===== src/rtl/sine_period_meter_if.sv =====
// Sample stream and measurement results of the sine period meter.
// The source side drives samples; the meter drives the results.
interface sine_period_meter_if #(
    parameter int DATA_W = 32,
    parameter int CNT_W  = 24
) ();
    logic signed [DATA_W-1:0] sine;
    logic                     sample_en;
    logic        [CNT_W-1:0]  period;
    logic signed [DATA_W-1:0] peak_max;
    logic signed [DATA_W-1:0] peak_min;
    logic                     meas_valid;
    logic                     locked;
    logic                     overflow;

    modport master (
        output sine,
        output sample_en,
        input  period,
        input  peak_max,
        input  peak_min,
        input  meas_valid,
        input  locked,
        input  overflow
    );

    modport slave (
        input  sine,
        input  sample_en,
        output period,
        output peak_max,
        output peak_min,
        output meas_valid,
        output locked,
        output overflow
    );
endinterface


===== src/rtl/sine_period_meter.sv =====
// Period and per-cycle peak meter for a signed sample stream,
// using rising zero crossings with hysteresis.
module sine_period_meter #(
    parameter int DATA_W = 32,
    parameter int CNT_W  = 24,
    parameter int HYST   = 16
) (
    input  logic               clk_100,
    input  logic               rst_n,
    sine_period_meter_if.slave m
);
    typedef enum logic [1:0] {
        SEEK_LOW,
        ARM,
        HIGH,
        LOW
    } state_t;

    localparam logic signed [DATA_W-1:0] HPOS = DATA_W'(HYST);
    localparam logic signed [DATA_W-1:0] HNEG = -HPOS;
    localparam logic [CNT_W-1:0] CNT_MAX = '1;
    localparam logic [CNT_W-1:0] CNT_ONE = CNT_W'(1);

    state_t                   state;
    logic        [CNT_W-1:0]  cnt;
    logic signed [DATA_W-1:0] mx;
    logic signed [DATA_W-1:0] mn;
    logic        [CNT_W-1:0]  period_q;
    logic signed [DATA_W-1:0] pmax_q;
    logic signed [DATA_W-1:0] pmin_q;
    logic                     mv_q;
    logic                     lock_q;
    logic                     ovf_q;

    logic                     is_low;
    logic                     is_high;
    logic                     cnt_full;
    logic signed [DATA_W-1:0] nmx;
    logic signed [DATA_W-1:0] nmn;

    assign is_low   = (m.sine <= HNEG);
    assign is_high  = (m.sine >= HPOS);
    assign cnt_full = (cnt == CNT_MAX);

    always_comb begin
        nmx = mx;
        nmn = mn;
        if (m.sine > mx) nmx = m.sine;
        if (m.sine < mn) nmn = m.sine;
    end

    always_ff @(posedge clk_100 or negedge rst_n) begin
        if (!rst_n) begin
            state    <= SEEK_LOW;
            cnt      <= '0;
            mx       <= '0;
            mn       <= '0;
            period_q <= '0;
            pmax_q   <= '0;
            pmin_q   <= '0;
            mv_q     <= 1'b0;
            lock_q   <= 1'b0;
            ovf_q    <= 1'b0;
        end else begin
            mv_q <= 1'b0;
            if (m.sample_en) begin
                unique case (state)
                    SEEK_LOW: begin
                        if (is_low) state <= ARM;
                    end
                    ARM: begin
                        if (is_high) begin
                            cnt   <= CNT_ONE;
                            mx    <= m.sine;
                            mn    <= m.sine;
                            state <= HIGH;
                        end
                    end
                    HIGH: begin
                        // No crossing can close the window here, so a
                        // full counter always ends the measurement.
                        if (cnt_full) begin
                            ovf_q  <= 1'b1;
                            lock_q <= 1'b0;
                            state  <= SEEK_LOW;
                        end else begin
                            cnt <= cnt + CNT_ONE;
                            mx  <= nmx;
                            mn  <= nmn;
                            if (is_low) state <= LOW;
                        end
                    end
                    LOW: begin
                        if (is_high) begin
                            period_q <= cnt;
                            pmax_q   <= mx;
                            pmin_q   <= mn;
                            mv_q     <= 1'b1;
                            lock_q   <= 1'b1;
                            cnt      <= CNT_ONE;
                            mx       <= m.sine;
                            mn       <= m.sine;
                            state    <= HIGH;
                        end else if (cnt_full) begin
                            ovf_q  <= 1'b1;
                            lock_q <= 1'b0;
                            state  <= SEEK_LOW;
                        end else begin
                            cnt <= cnt + CNT_ONE;
                            mx  <= nmx;
                            mn  <= nmn;
                        end
                    end
                    default: state <= SEEK_LOW;
                endcase
            end
        end
    end

    assign m.period     = period_q;
    assign m.peak_max   = pmax_q;
    assign m.peak_min   = pmin_q;
    assign m.meas_valid = mv_q;
    assign m.locked     = lock_q;
    assign m.overflow   = ovf_q;
endmodule


===== src/flat_wrapper.sv =====
// flat-port wrapper written by rule: the top's interface ports become plain ports
module sine_period_meter_flat 
#(
    parameter int DATA_W = 32,
    parameter int CNT_W  = 24,
    parameter int HYST   = 16
)
  (clk_100, rst_n, m_sine, m_sample_en, m_period, m_peak_max, m_peak_min, m_meas_valid, m_locked, m_overflow);
  sine_period_meter_if #(.DATA_W(DATA_W), .CNT_W(CNT_W)) m_i ();
  input  logic clk_100;
  input  logic rst_n;
  input wire logic [$bits(m_i.sine)-1:0] m_sine;
  input wire logic [$bits(m_i.sample_en)-1:0] m_sample_en;
  output wire logic [$bits(m_i.period)-1:0] m_period;
  output wire logic [$bits(m_i.peak_max)-1:0] m_peak_max;
  output wire logic [$bits(m_i.peak_min)-1:0] m_peak_min;
  output wire logic [$bits(m_i.meas_valid)-1:0] m_meas_valid;
  output wire logic [$bits(m_i.locked)-1:0] m_locked;
  output wire logic [$bits(m_i.overflow)-1:0] m_overflow;
  assign m_i.sine = m_sine;
  assign m_i.sample_en = m_sample_en;
  assign m_period = m_i.period;
  assign m_peak_max = m_i.peak_max;
  assign m_peak_min = m_i.peak_min;
  assign m_meas_valid = m_i.meas_valid;
  assign m_locked = m_i.locked;
  assign m_overflow = m_i.overflow;
  sine_period_meter #(.DATA_W(DATA_W), .CNT_W(CNT_W), .HYST(HYST)) u_core (.clk_100(clk_100), .rst_n(rst_n), .m(m_i));
endmodule

===== config.mk =====
export PLATFORM = sky130hd
export DESIGN_NAME = sine_period_meter_flat
export DESIGN_NICKNAME = d
export VERILOG_FILES = /design/src/rtl/sine_period_meter_if.sv /design/src/rtl/sine_period_meter.sv /design/src/flat_wrapper.sv
export SDC_FILE = /design/constraint.sdc
export NUM_CORES = 1
export LEC_CHECK = 0
export CORE_ASPECT_RATIO = 0.6
export CORE_MARGIN = 5
export CORE_UTILIZATION = 45
export DETAILED_ROUTE_END_ITERATION = 10
export GPL_TIMING_DRIVEN = 0
export PLACE_DENSITY = 0.77
export SYNTH_ARGS = -nofsm -noshare
export SYNTH_HDL_FRONTEND = slang
export SYNTH_SLANG_ARGS = --single-unit

===== constraint.sdc =====
create_clock -name clk_100 -period 2.5 [get_ports clk_100]
set_input_delay 0.75 -clock clk_100 [delete_from_list [all_inputs] [get_ports clk_100]]
set_output_delay 0.75 -clock clk_100 [all_outputs]
set_load 0.05 [all_outputs]

### Word level (Yosys, flattened, before mapping)

Index checks and enable logic that the tools add are counted.

| storage, ports and cells | value |
|---|---|
| bits in registers | 181 |
| input bits | 35 |
| output and inout bits | 91 |
| word-level logic and storage cells | 61 |

| operators by class | value |
|---|---|
| add/sub/neg operators | 1 |
| magnitude comparators | 4 |
| equal/unequal tests | 9 |
| muxes and demuxes | 29 |
| reductions and logical operators | 8 |

Operators by type and width:

| operator | count |
|---|---|
| $mux W32 | 7 |
| $pmux W32 S3 | 2 |
| $mux W24 | 3 |
| $pmux W24 S3 | 1 |
| $ge A32 B6 Y1 const B | 1 |
| $gt A32 B32 Y1 | 1 |
| $le A32 B5 Y1 const B | 1 |
| $lt A32 B32 Y1 | 1 |
| $add A24 B1 Y24 const B | 1 |
| $eq A24 B24 Y1 const B | 1 |
| $mux W2 | 6 |
| $reduce_and A3 Y1 | 3 |
| $pmux W2 S4 | 1 |
| $mux W1 | 7 |
| $ne A3 B1 Y1 const B | 2 |
| $reduce_and A5 Y1 | 1 |
| $eq A2 B2 Y1 const B | 2 |
| $ne A2 B1 Y1 const B | 2 |
| $pmux W1 S2 | 2 |
| $reduce_bool A3 Y1 | 1 |
| $eq A2 B1 Y1 const B | 1 |
| $logic_not A2 Y1 | 1 |
| $ne A2 B2 Y1 const B | 1 |
| $reduce_and A2 Y1 | 1 |
| $reduce_bool A2 Y1 | 1 |

### Longest topological paths before layout

Gate-level depths: netlist of run 1.

| logic depth | value |
|---|---|
| word-level depth | 5 |
| gate-level depth with buffers | 10 |
| mapped depth without buffers | 9 |

### Worst setup path before layout of run 1

No wires, ideal clock.

| timing | value |
|---|---|
| path type | input port to flip-flop |
| start | in m_sine[23] |
| end | reg u_core.mn[10] |
| setup time | 0.125 ns |
| data arrival time | 2.633 ns |
| required time | 2.375 ns |
| setup slack | -0.258 ns |
| stages on the path | 9 |
| buffers on the path | 1 |
| cells stage by stage | ha_1 > a21oi_1 > o21a_1 > o21ai_0 > a2111oi_2 > o2111ai_2 > nand3b_4 > buf_12 > mux2_4 |

| on the way | value |
|---|---|
| cells in the longest elaborated chain, start to end | 5 |
| elaborated cells between the ends (all ways) | 8 |
| those cells by class | 2 x order compare; 1 x eq/ne; 4 x mux; 1 x reduce/logical |

RTL lines:

| item | RTL line | RTL |
|---|---|---|
| from (decl) | flat_wrapper.sv:12 | `input wire logic [$bits(m_i.sine)-1:0] m_sine;` |
| $lt A32 B32 Y1 | sine_period_meter.sv:49 | `if (m.sine < mn) nmn = m.sine;` |
| $mux W32 | sine_period_meter.sv:49 |  |
| $mux W32 | sine_period_meter.sv:82, sine_period_meter.sv:104 |  |
| $mux W32 | sine_period_meter.sv:94 | `if (is_high) begin` |
| $pmux W32 S3 | sine_period_meter.sv:67 | `unique case (state)` |
| to (signal assigned) | sine_period_meter.sv:89 | `mn <= nmn;` |
| to (signal assigned) | sine_period_meter.sv:102 | `mn <= m.sine;` |
| to (signal assigned) | sine_period_meter.sv:111 | `mn <= nmn;` |
| to (decl) | sine_period_meter.sv:27 | `logic signed [DATA_W-1:0] mn;` |

Parallel ways exist; a longest one is shown, timed or not.
A chain may end at the register's enable or synchronous reset.

### Final worst setup path of run 1

| timing | value |
|---|---|
| start | in m_sine[15] |
| end | reg u_core.mx[0] |

| on the way | value |
|---|---|
| cells in the longest elaborated chain, start to end | 5 |
| elaborated cells between the ends (all ways) | 8 |
| those cells by class | 2 x order compare; 1 x eq/ne; 4 x mux; 1 x reduce/logical |

RTL lines:

| item | RTL line | RTL |
|---|---|---|
| $gt A32 B32 Y1 | sine_period_meter.sv:48 | `if (m.sine > mx) nmx = m.sine;` |
| $mux W32 | sine_period_meter.sv:48 |  |
| $mux W32 | sine_period_meter.sv:82, sine_period_meter.sv:104 |  |
| $mux W32 | sine_period_meter.sv:94 |  |
| $pmux W32 S3 | sine_period_meter.sv:67 |  |
| to (signal assigned) | sine_period_meter.sv:74 | `mx <= m.sine;` |
| to (signal assigned) | sine_period_meter.sv:88 | `mx <= nmx;` |
| to (signal assigned) | sine_period_meter.sv:110 | `mx <= nmx;` |
| to (decl) | sine_period_meter.sv:26 | `logic signed [DATA_W-1:0] mx;` |

Parallel ways exist; a longest one is shown, timed or not.

==> results of run 1 <==
-- final cells by class --
class	instances	area share, %
multi-input cells	555	37.96
flip-flops and latches	181	36.98
repair buffers	154	12.83
clock buffers	17	3.473
well taps	273	2.789
plain buffers	36	2.247
inverters	70	2.145
clock inverters	15	1.573
-- cells by family after synthesis --
family | count (synthesis) | synth area share (%)
AND/OR/NAND/NOR | 211 | 11.97
flip-flops | 181 | 50.28
AO/OA/AOI/OAI | 205 | 13.25
adder cells (fa/ha/maj) | 64 | 8.889
XOR/XNOR | 20 | 1.944
multiplexers | 55 | 8.167
buffers and inverters | 106 | 5.500
-- registers in the layout, summed over array words and instances, names as in the netlist --
name,flops
u_core.mn,32
u_core.m.meas_valid,1
u_core.mx,32
u_core.m.locked,1
u_core.m.peak_max,32
u_core.m.peak_min,32
u_core.state,2
u_core.cnt,24
u_core.m.period,24
u_core.m.overflow,1
-- stage by stage --
| step | util, % | instance area [um^2] | worst slack, ns | setup TNS [ns] | hold WS, ns |
|---|---|---|---|---|---|
| after global routing | 61.80 | 12250 | -0.2332 | -11.56 | 0.3619 |
| after floorplan | - | 9306 | -0.09010 | -2.708 | 0.4544 |
| after CTS | 59.34 | 11760 | -0.1100 | -2.602 | 0.3357 |
| final | 61.80 | 12250 | -0.1600 | -6.580 | 0.3055 |
| after global placement | 54.94 | 10890 | -6.740 | -1402.14 | 0.4603 |
| after detailed placement | 55.11 | 10920 | -1.279 | -193.22 | 0.4636 |
-- worst max-delay path, stage by stage --
cell,delay [ns]
buf_12,0.12
ha_4,0.27
nand4_1,0.13
buf_4,0.18
nor4_4,0.33
a21boi_2,0.22
o32ai_2,0.10
a21oi_2,0.26
or2_4,0.30
mux2_4,0.32
-- power by group through the flow --
stage,Sequential [W],Clock (W),Combinational (W)
finish,0.00463,0.00285,0.00827
global route,0.00474,0.00301,0.00881
CTS,0.00460,0.00289,0.00755
detailed placement,0.00463,0,0.00706
global placement,0.00460,0,0.00687
floorplan,0.00625,0,0.00317
-- worst min path at each step --
stage / start / endpoint / slack (ns)
floorplan: rst_n / u_core.cnt[0]$_DFFE_PN0P_ / 0.45
global placement: u_core.m.overflow$_DFFE_PN0P_ / u_core.m.overflow$_DFFE_PN0P_ / 0.46
detailed placement: u_core.m.overflow$_DFFE_PN0P_ / u_core.m.overflow$_DFFE_PN0P_ / 0.46
CTS: rst_n / u_core.m.peak_min[13]$_DFFE_PN0P_ / 0.34
global route: rst_n / u_core.m.peak_min[16]$_DFFE_PN0P_ / 0.36
finish: rst_n / u_core.m.peak_min[13]$_DFFE_PN0P_ / 0.31
-- layout by cell type, fill, tap and decap left out, types with 4 or more instances in the layout --
| cell | netlist | routed |
|---|---|---|
| dfrtp_1 | 181 | 181 |
| nand2_1 | 96 | 95 |
| clkdlybuf4s50_1 | 0 | 91 |
| o21ai_0 | 105 | 83 |
| inv_1 | 70 | 63 |
| o21ai_2 | 0 | 36 |
| ha_1 | 64 | 33 |
| mux2_4 | 31 | 32 |
| ha_4 | 0 | 29 |
| buf_4 | 0 | 25 |
| nand4_1 | 24 | 24 |
| nor2_1 | 25 | 24 |
| buf_2 | 9 | 23 |
| mux2_2 | 24 | 23 |
| a21oi_1 | 28 | 22 |
| clkbuf_16 | 0 | 20 |
| o21ai_1 | 30 | 16 |
| xnor2_1 | 16 | 16 |
| nor4_1 | 17 | 12 |
| a21o_1 | 12 | 12 |
| nand3_1 | 11 | 11 |
| buf_12 | 3 | 9 |
| nor3_1 | 8 | 8 |
| clkbuf_1 | 18 | 8 |
| clkbuf_4 | 0 | 8 |
| inv_2 | 0 | 7 |
| clkbuf_2 | 0 | 7 |
| a21oi_2 | 1 | 6 |
| inv_6 | 0 | 6 |
| and4_1 | 6 | 5 |
| nor4_2 | 2 | 4 |
| nor4_4 | 1 | 4 |
| buf_6 | 5 | 4 |
| buf_8 | 0 | 4 |
| xor2_1 | 4 | 4 |
| clkinvlp_4 | 0 | 4 |
| buf_16 | 0 | 4 |
-- routing by layer --
layer | track usage, % | vias to the layer above
li1 | - | 3331
met1 | 33.95 | 3608
met2 | 31.41 | 259
met3 | 6.628 | 44
met4 | 4.898 | 0
met5 | 0 | -
-- repair_timing --
item | CTS | global route
setup buffers | 13 | 11
gates cloned | 3 | 3
resized for setup | 181 | 118
endpoints found under the hold margin | 0 | 0
hold buffers | 0 | 0
pin swaps | 21 | 18
setup endpoints to repair | 179 | 157
==> impl_table.tex, run 1 <==
\begin{tabular}{lr}
\hline
Metric & Value \\
\hline
\multicolumn{2}{l}{\textbf{Pwr}} \\
Switching Power & 0.006727 W \\
Clock Power Share & 18.1\% \\
Switching Fraction & 42.72\% \\
Post-layout power & 0.01575 W \\
P\_leak & 5.485 nW \\
Share of total power in combinational logic & 52.5\% \\
Sequential group share of total power & 29.4\% \\
Pwr/cell area & 1286 nW/um\^{}2 \\
Peak VDD IR & roughly 0.69 mV \\
Internal power contribution & around 0.009 W \\
\multicolumn{2}{l}{\textbf{Synth}} \\
Async set-or-reset flop fraction in the synthesized netlist & 100.0\% \\
Combined area of all synthesized cells & $\sim$9000 um\^{}2 \\
Mean cell area of the mapped netlist & between 10 and 15 um\^{}2 \\
Net count after synthesis & 941 \\
Sequential share of the synthesized area & 50.28\% \\
Synth top area cells & dfrtp\_1 50\%, ha\_1 8.9\%, o21ai\_0 5.8\% \\
Synth Warn \# & 0 \\
Distinct cell type count of the synthesized netlist & 58 \\
Synth top area share & 50.28\% \\
Cell taking the most area after synthesis & dfrtp\_1 \\
Number of synthesized register bits & 181 \\
Post-synthesis cell count & 842 \\
Most used DFF post-synth & dfrtp\_1 \\
Number of enable-type register cells in the synthesized netlist & 0 \\
Commonest cells in the netlist & 181 x dfrtp\_1, 105 x o21ai\_0, 96 x nand2\_1 \\
Top-count cell post-synth & dfrtp\_1 \\
\multicolumn{2}{l}{\textbf{Clock network}} \\
Master cell of the clock root buffer & clkbuf\_16 \\
Insertion delay of the later-clocked pin in the worst-skew pair & $\sim$0.44 ns \\
Number of sinks driven by the clock tree & 181 \\
Clk pin slew, worst setup/hold paths & about 0.070 ns \\
Inserted Clock Buffers & 17 \\
CTS tree & built \\
Number of buffers on the longest clock path & 2 \\
H-Tree Level Count & 4 \\
\multicolumn{2}{l}{\textbf{Global route}} \\
Vias in the first global route & between 7,000 and 8,000 \\
Global Route Usage Sum & about 22\% \\
Wire length of the first global-routing pass & 39.92 mm \\
Overall overflow remaining after global route & 0 \\
Pin count of the biggest net entering global routing & 92 \\
Initial antenna violation count & 0 \\
\multicolumn{2}{l}{\textbf{Worst hold path}} \\
Hold Crit Class & in -> async \\
\multicolumn{2}{l}{\textbf{Placement}} \\
Routability Congestion & 0.8746 \\
Placed Cells & 1,240 \\
Total half-perimeter wirelength after legalization and detailed placement & 17.98 mm \\
Count of input and output buffers & approximately 120 \\
\multicolumn{2}{l}{\textbf{Timing}} \\
Achievable frequency & 375.9 MHz \\
Post-route worst setup slack & -0.1600 ns \\
Fin crit share & 106.4\% \\
Setup repair after global routing missed its margin & true \\
Fin. max-slew vios & 0 \\
Maximum clock skew at final layout & roughly 0.0095 ns \\
Setup violation total in the final timing report & 62 \\
Slew HR & 53.47\% \\
Transition time at the pin with the least slew margin & 0.6979 ns \\
Minimum clock period after layout & 2.660 ns \\
Number of hold violations in the final report & 0 \\
\multicolumn{2}{l}{\textbf{Critical path}} \\
CP max FO & 7 \\
CP Data Required Time & around 2.8 ns \\
Worst Setup EP & u\_core.mx[0]\$\_DFFE\_PN0P\_ \\
Worst setup path startpoint & m\_sine[15] \\
Worst R2R Setup Slack & -0.14 ns \\
Worst setup SP type & input port \\
Setup crit end kind & flip-flop \\
Source of the worst register-to-register timing path & u\_core.mn[13]\$\_DFFE\_PN0P\_ \\
WS Path Type & in -> reg \\
Worst endpoint data arrival time & 2.99 ns \\
Register-to-Register Path Depth & 11 \\
RR Endpoint & u\_core.mn[5]\$\_DFFE\_PN0P\_ \\
\multicolumn{2}{l}{\textbf{Detailed routing}} \\
Met2 wire len & 11.38 mm \\
Total Wirelength & 26.57 mm \\
Post-Route M1 WL & 12.72 mm \\
Starting DRT DRC Count & 698 \\
Via density per instance & 5.566 \\
First-pass DRT Iterations & 5 \\
Average wire per standard cell & approximately 20 um \\
Antenna violation net count after detailed routing & 0 \\
Via total after detailed routing & just over 7,000 \\
Drc violations & 0 \\
Highest metal layer used by the detailed router & met4 \\
Met3 wire len & approximately 2.0 mm \\
\multicolumn{2}{l}{\textbf{Final layout}} \\
Filler cell count in the final layout & 1,569 \\
Register Area & 4529 um\^{}2 \\
Fin cells & 1,301 \\
Layout Nets & 1,114 \\
Area of combinational cells with multiple inputs & 4649 um\^{}2 \\
Area delta synth->final & 35.96\% \\
Fraction of layout cells with a size suffix above 1 & 28.11\% \\
Diodes inserted & 0 \\
\multicolumn{2}{l}{\textbf{Floorplan}} \\
\# rows & 40 \\
Initial Util & 45.45\% \\
Height of the die & 119.6 um \\
Core Area & 19,820 um\^{}2 \\
I/O pin cnt & 126 \\
Width of the die & between 150 and 200 um \\
Die ar. & 23,040 um\^{}2 \\
\multicolumn{2}{l}{\textbf{Run}} \\
Max\_cap viols & 0 \\
\multicolumn{2}{l}{\textbf{Run status}} \\
Result of the run & complete, but fails checks \\
Failing checks & negative setup slack \\
\hline
\end{tabular}
(Power assumes the default switching activity.)
==> inputs of run 2 (changes only) <==
--- a/config.mk
+++ b/config.mk
@@ -8,6 +8,7 @@
 export CORE_ASPECT_RATIO = 0.6
 export CORE_MARGIN = 5
 export CORE_UTILIZATION = 45
+export CTS_CLUSTER_DIAMETER = 200
 export DETAILED_ROUTE_END_ITERATION = 10
 export GPL_TIMING_DRIVEN = 0
 export PLACE_DENSITY = 0.77
==> results of run 2 <==
Same layout as run 1: the final DEF is identical, and so are final timing and power.
==> inputs of run 3 (changes only) <==
--- a/config.mk
+++ b/config.mk
@@ -6,7 +6,7 @@
 export NUM_CORES = 1
 export LEC_CHECK = 0
 export CORE_ASPECT_RATIO = 0.6
-export CORE_MARGIN = 5
+export CORE_MARGIN = 4
 export CORE_UTILIZATION = 45
 export CTS_CLUSTER_DIAMETER = 200
 export DETAILED_ROUTE_END_ITERATION = 10
==> impl_table.tex, run 3 (synthesis results as in run 1) <==
\begin{tabular}{lr}
\hline
Metric & Value \\
\hline
\multicolumn{2}{l}{\textbf{Floorplan}} \\
I/O pin cnt & 126 (unchanged) \\
Width of the die & 190.7 um (was 192.7 um) \\
Initial Util & 46.62\% (was 45.45\%) \\
Core Area & 19,320 um\^{}2 (was 19,820 um\^{}2) \\
Height of the die & 117.6 um (was 119.6 um) \\
\# rows & 39 (was 40) \\
Die ar. & 22,420 um\^{}2 (was 23,040 um\^{}2) \\
\multicolumn{2}{l}{\textbf{Timing}} \\
Fin crit share & 105.0\% (was 106.4\%) \\
Maximum clock skew at final layout & 0.009624 ns (was 0.009462 ns) \\
Slew HR & 53.09\% (was 53.47\%) \\
Sum Neg Setup Slack & -2.603 ns (was -6.580 ns) \\
Fin. max-slew vios & 0 (unchanged) \\
Post-route worst hold slack & 0.3107 ns (was 0.3055 ns) \\
Number of hold violations in the final report & 0 (unchanged) \\
Post-route worst setup slack & -0.1240 ns (was -0.1600 ns) \\
Setup repair after global routing missed its margin & true (unchanged) \\
Minimum clock period after layout & 2.624 ns (was 2.660 ns) \\
Transition time at the pin with the least slew margin & 0.7037 ns (was 0.6979 ns) \\
Setup violation total in the final timing report & 31 (was 62) \\
Achievable frequency & 381.1 MHz (was 375.9 MHz) \\
\multicolumn{2}{l}{\textbf{Clock network}} \\
Master cell of the clock root buffer & clkbuf\_16 (unchanged) \\
Clk pin slew, worst setup/hold paths & 0.06 ns (was 0.07 ns) \\
Number of buffers on the longest clock path & 2 (unchanged) \\
Number of sinks driven by the clock tree & 181 (unchanged) \\
H-Tree Level Count & 4 (unchanged) \\
Insertion delay of the later-clocked pin in the worst-skew pair & 0.44 ns (about the same) \\
Inserted Clock Buffers & 17 (unchanged) \\
Number of hold-repair buffers added at the cts stage & 0 (unchanged) \\
CTS tree & built (unchanged) \\
\multicolumn{2}{l}{\textbf{Worst hold path}} \\
Hold Crit Class & in -> async (unchanged) \\
\multicolumn{2}{l}{\textbf{Detailed routing}} \\
Via total after detailed routing & 7,025 (was 7,242) \\
Antenna violation net count after detailed routing & 0 (unchanged) \\
Starting DRT DRC Count & 579 (was 698) \\
Average wire per standard cell & 19.48 um (was 20.42 um) \\
Via density per instance & 5.488 (was 5.566) \\
Total Wirelength & 24.94 mm (was 26.57 mm) \\
First-pass DRT Iterations & 5 (unchanged) \\
Drc violations & 0 (unchanged) \\
\multicolumn{2}{l}{\textbf{Critical path}} \\
Worst endpoint data arrival time & 2.94 ns (was 2.99 ns) \\
CP Data Required Time & 2.82 ns (was 2.83 ns) \\
CP max FO & 6 (was 7) \\
Worst R2R Setup Slack & -0.06 ns (was -0.14 ns) \\
WS Path Type & in -> reg (unchanged) \\
Worst setup SP type & input port (unchanged) \\
Setup crit end kind & flip-flop (unchanged) \\
\multicolumn{2}{l}{\textbf{Placement}} \\
Total half-perimeter wirelength after legalization and detailed placement & 17.79 mm (was 17.98 mm) \\
Placed Cells & 1,233 (was 1,240) \\
Routability Congestion & 0.8606 (was 0.8746) \\
Count of input and output buffers & 124 (unchanged) \\
\multicolumn{2}{l}{\textbf{Final layout}} \\
Leading cell type in the layout, fill and taps excluded & dfrtp\_1 (unchanged) \\
Layout Nets & 1,101 (was 1,114) \\
Fraction of layout cells with a size suffix above 1 & 23.87\% (was 28.11\%) \\
Most frequent cells in the layout & 181 x dfrtp\_1, 96 x nand2\_1, 91 x clkdlybuf4s50\_1 (was 181 x dfrtp\_1, 95 x nand2\_1, 91 x clkdlybuf4s50\_1) \\
Register Area & 4529 um\^{}2 (unchanged) \\
Area of combinational cells with multiple inputs & 4572 um\^{}2 (was 4649 um\^{}2) \\
Area delta synth->final & 31.51\% (was 35.96\%) \\
Diodes inserted & 0 (unchanged) \\
Fin cells & 1,280 (was 1,301) \\
Filler cell count in the final layout & 1,574 (was 1,569) \\
\multicolumn{2}{l}{\textbf{Global route}} \\
Vias in the first global route & 7,064 (was 7,089) \\
Pin count of the biggest net entering global routing & 93 (was 92) \\
Initial antenna violation count & 1 (was 0) \\
Wire length of the first global-routing pass & 39.95 mm (was 39.92 mm) \\
Global Route Usage Sum & 22.72\% (was 22.34\%) \\
Overall overflow remaining after global route & 0 (unchanged) \\
\multicolumn{2}{l}{\textbf{Pwr}} \\
Clock Power Share & 17.1\% (was 18.1\%) \\
Switching Power & 0.006417 W (was 0.006727 W) \\
Peak VDD IR & 0.9211 mV (was 0.6936 mV) \\
Share of total power in combinational logic & 52.0\% (was 52.5\%) \\
Pwr/cell area & 1259 nW/um\^{}2 (was 1286 nW/um\^{}2) \\
Switching Fraction & 43.02\% (was 42.72\%) \\
Sequential group share of total power & 31.0\% (was 29.4\%) \\
P\_leak & 5.282 nW (was 5.485 nW) \\
Internal power contribution & 0.008500 W (was 0.009020 W) \\
\multicolumn{2}{l}{\textbf{Run status}} \\
Failing checks & negative setup slack (unchanged) \\
Result of the run & complete, but fails checks (unchanged) \\
\multicolumn{2}{l}{\textbf{Run}} \\
Max\_cap viols & 0 (unchanged) \\
\hline
\end{tabular}
[run 3: layer usage]
metal | vias to the layer above | routed length (um) | GRT usage (%)
met1 | 3456 | 12090 | 34.99
met2 | 254 | 10450 | 31.39
met3 | 23 | 2150 | 6.817
met5 | - | 12 | 0
li1 | 3290 | - | -
met4 | 2 | 239 | 5.112
[run 3: worst max-delay path: stages]
cell and delay [ns]:
buf_4 0.16, ha_4 0.25, a21o_1 0.15, a21o_1 0.17, a21o_4 0.25, a211oi_4 0.30
o2111ai_2 0.18, nand3b_4 0.18, buf_12 0.13, buf_12 0.12, mux2_4 0.30
[run 3: timing repair]
action | CTS | global route
gates resized for setup | 163 | 91
setup buffers | 10 | 5
endpoints found under the setup margin | 179 | 175
pin swaps | 18 | 26
gates cloned | 2 | 0
[run 3: power groups by stage]
stage / sequential (W) / combinational (W) / clock [W]
3_3_place_gp: 0.00461 / 0.00686 / 0
3_5_place_dp: 0.00463 / 0.00704 / 0
2_1_floorplan: 0.00625 / 0.00317 / 0
5_1_grt: 0.00474 / 0.00834 / 0.00272
6_report: 0.00462 / 0.00775 / 0.00254
4_1_cts: 0.00460 / 0.00751 / 0.00259
[run 3: per-stage QoR]
stage          total power (W)  util (%)  setup slack, ns  area (um^2)
3_5_place_dp           0.01167     56.47           -1.184        10910
5_1_grt                0.01580     61.31          -0.1597        11850
3_3_place_gp           0.01147     56.31           -6.730        10880
2_1_floorplan         0.009423         -         -0.09010         9306
6_report               0.01492     61.31          -0.1240        11850
4_1_cts                0.01470     60.66          -0.1224        11720
[run 3: worst paths after layout]
| kind | start | end | cells after the start |
|---|---|---|---|
| setup / recovery | m_sine[13] | u_core.mn[8]$_DFFE_PN0P_ | 11 |
| hold / removal | rst_n | u_core.m.peak_min[17]$_DFFE_PN0P_ | 1 |
| setup reg to reg | u_core.mn[17]$_DFFE_PN0P_ | u_core.mn[8]$_DFFE_PN0P_ | 11 |
| hold reg to reg | u_core.m.peak_max[0]$_DFFE_PN0P_ | u_core.m.peak_max[0]$_DFFE_PN0P_ | 2 |
| max in group asynchronous | rst_n | u_core.m.period[21]$_DFFE_PN0P_ | 2 |
| min in group clk_100 | u_core.m.peak_max[0]$_DFFE_PN0P_ | u_core.m.peak_max[0]$_DFFE_PN0P_ | 2 |
[run 3: cell type report]
type	instances	area share, %
Timing Repair Buffer	142	11.28
Inverter	70	2.218
Clock buffer	19	3.654
Clock inverter	12	0.9188
Multi-Input combinational cell	555	38.59
Sequential cell	181	38.23
Tap cell	266	2.809
Buffer	35	2.302
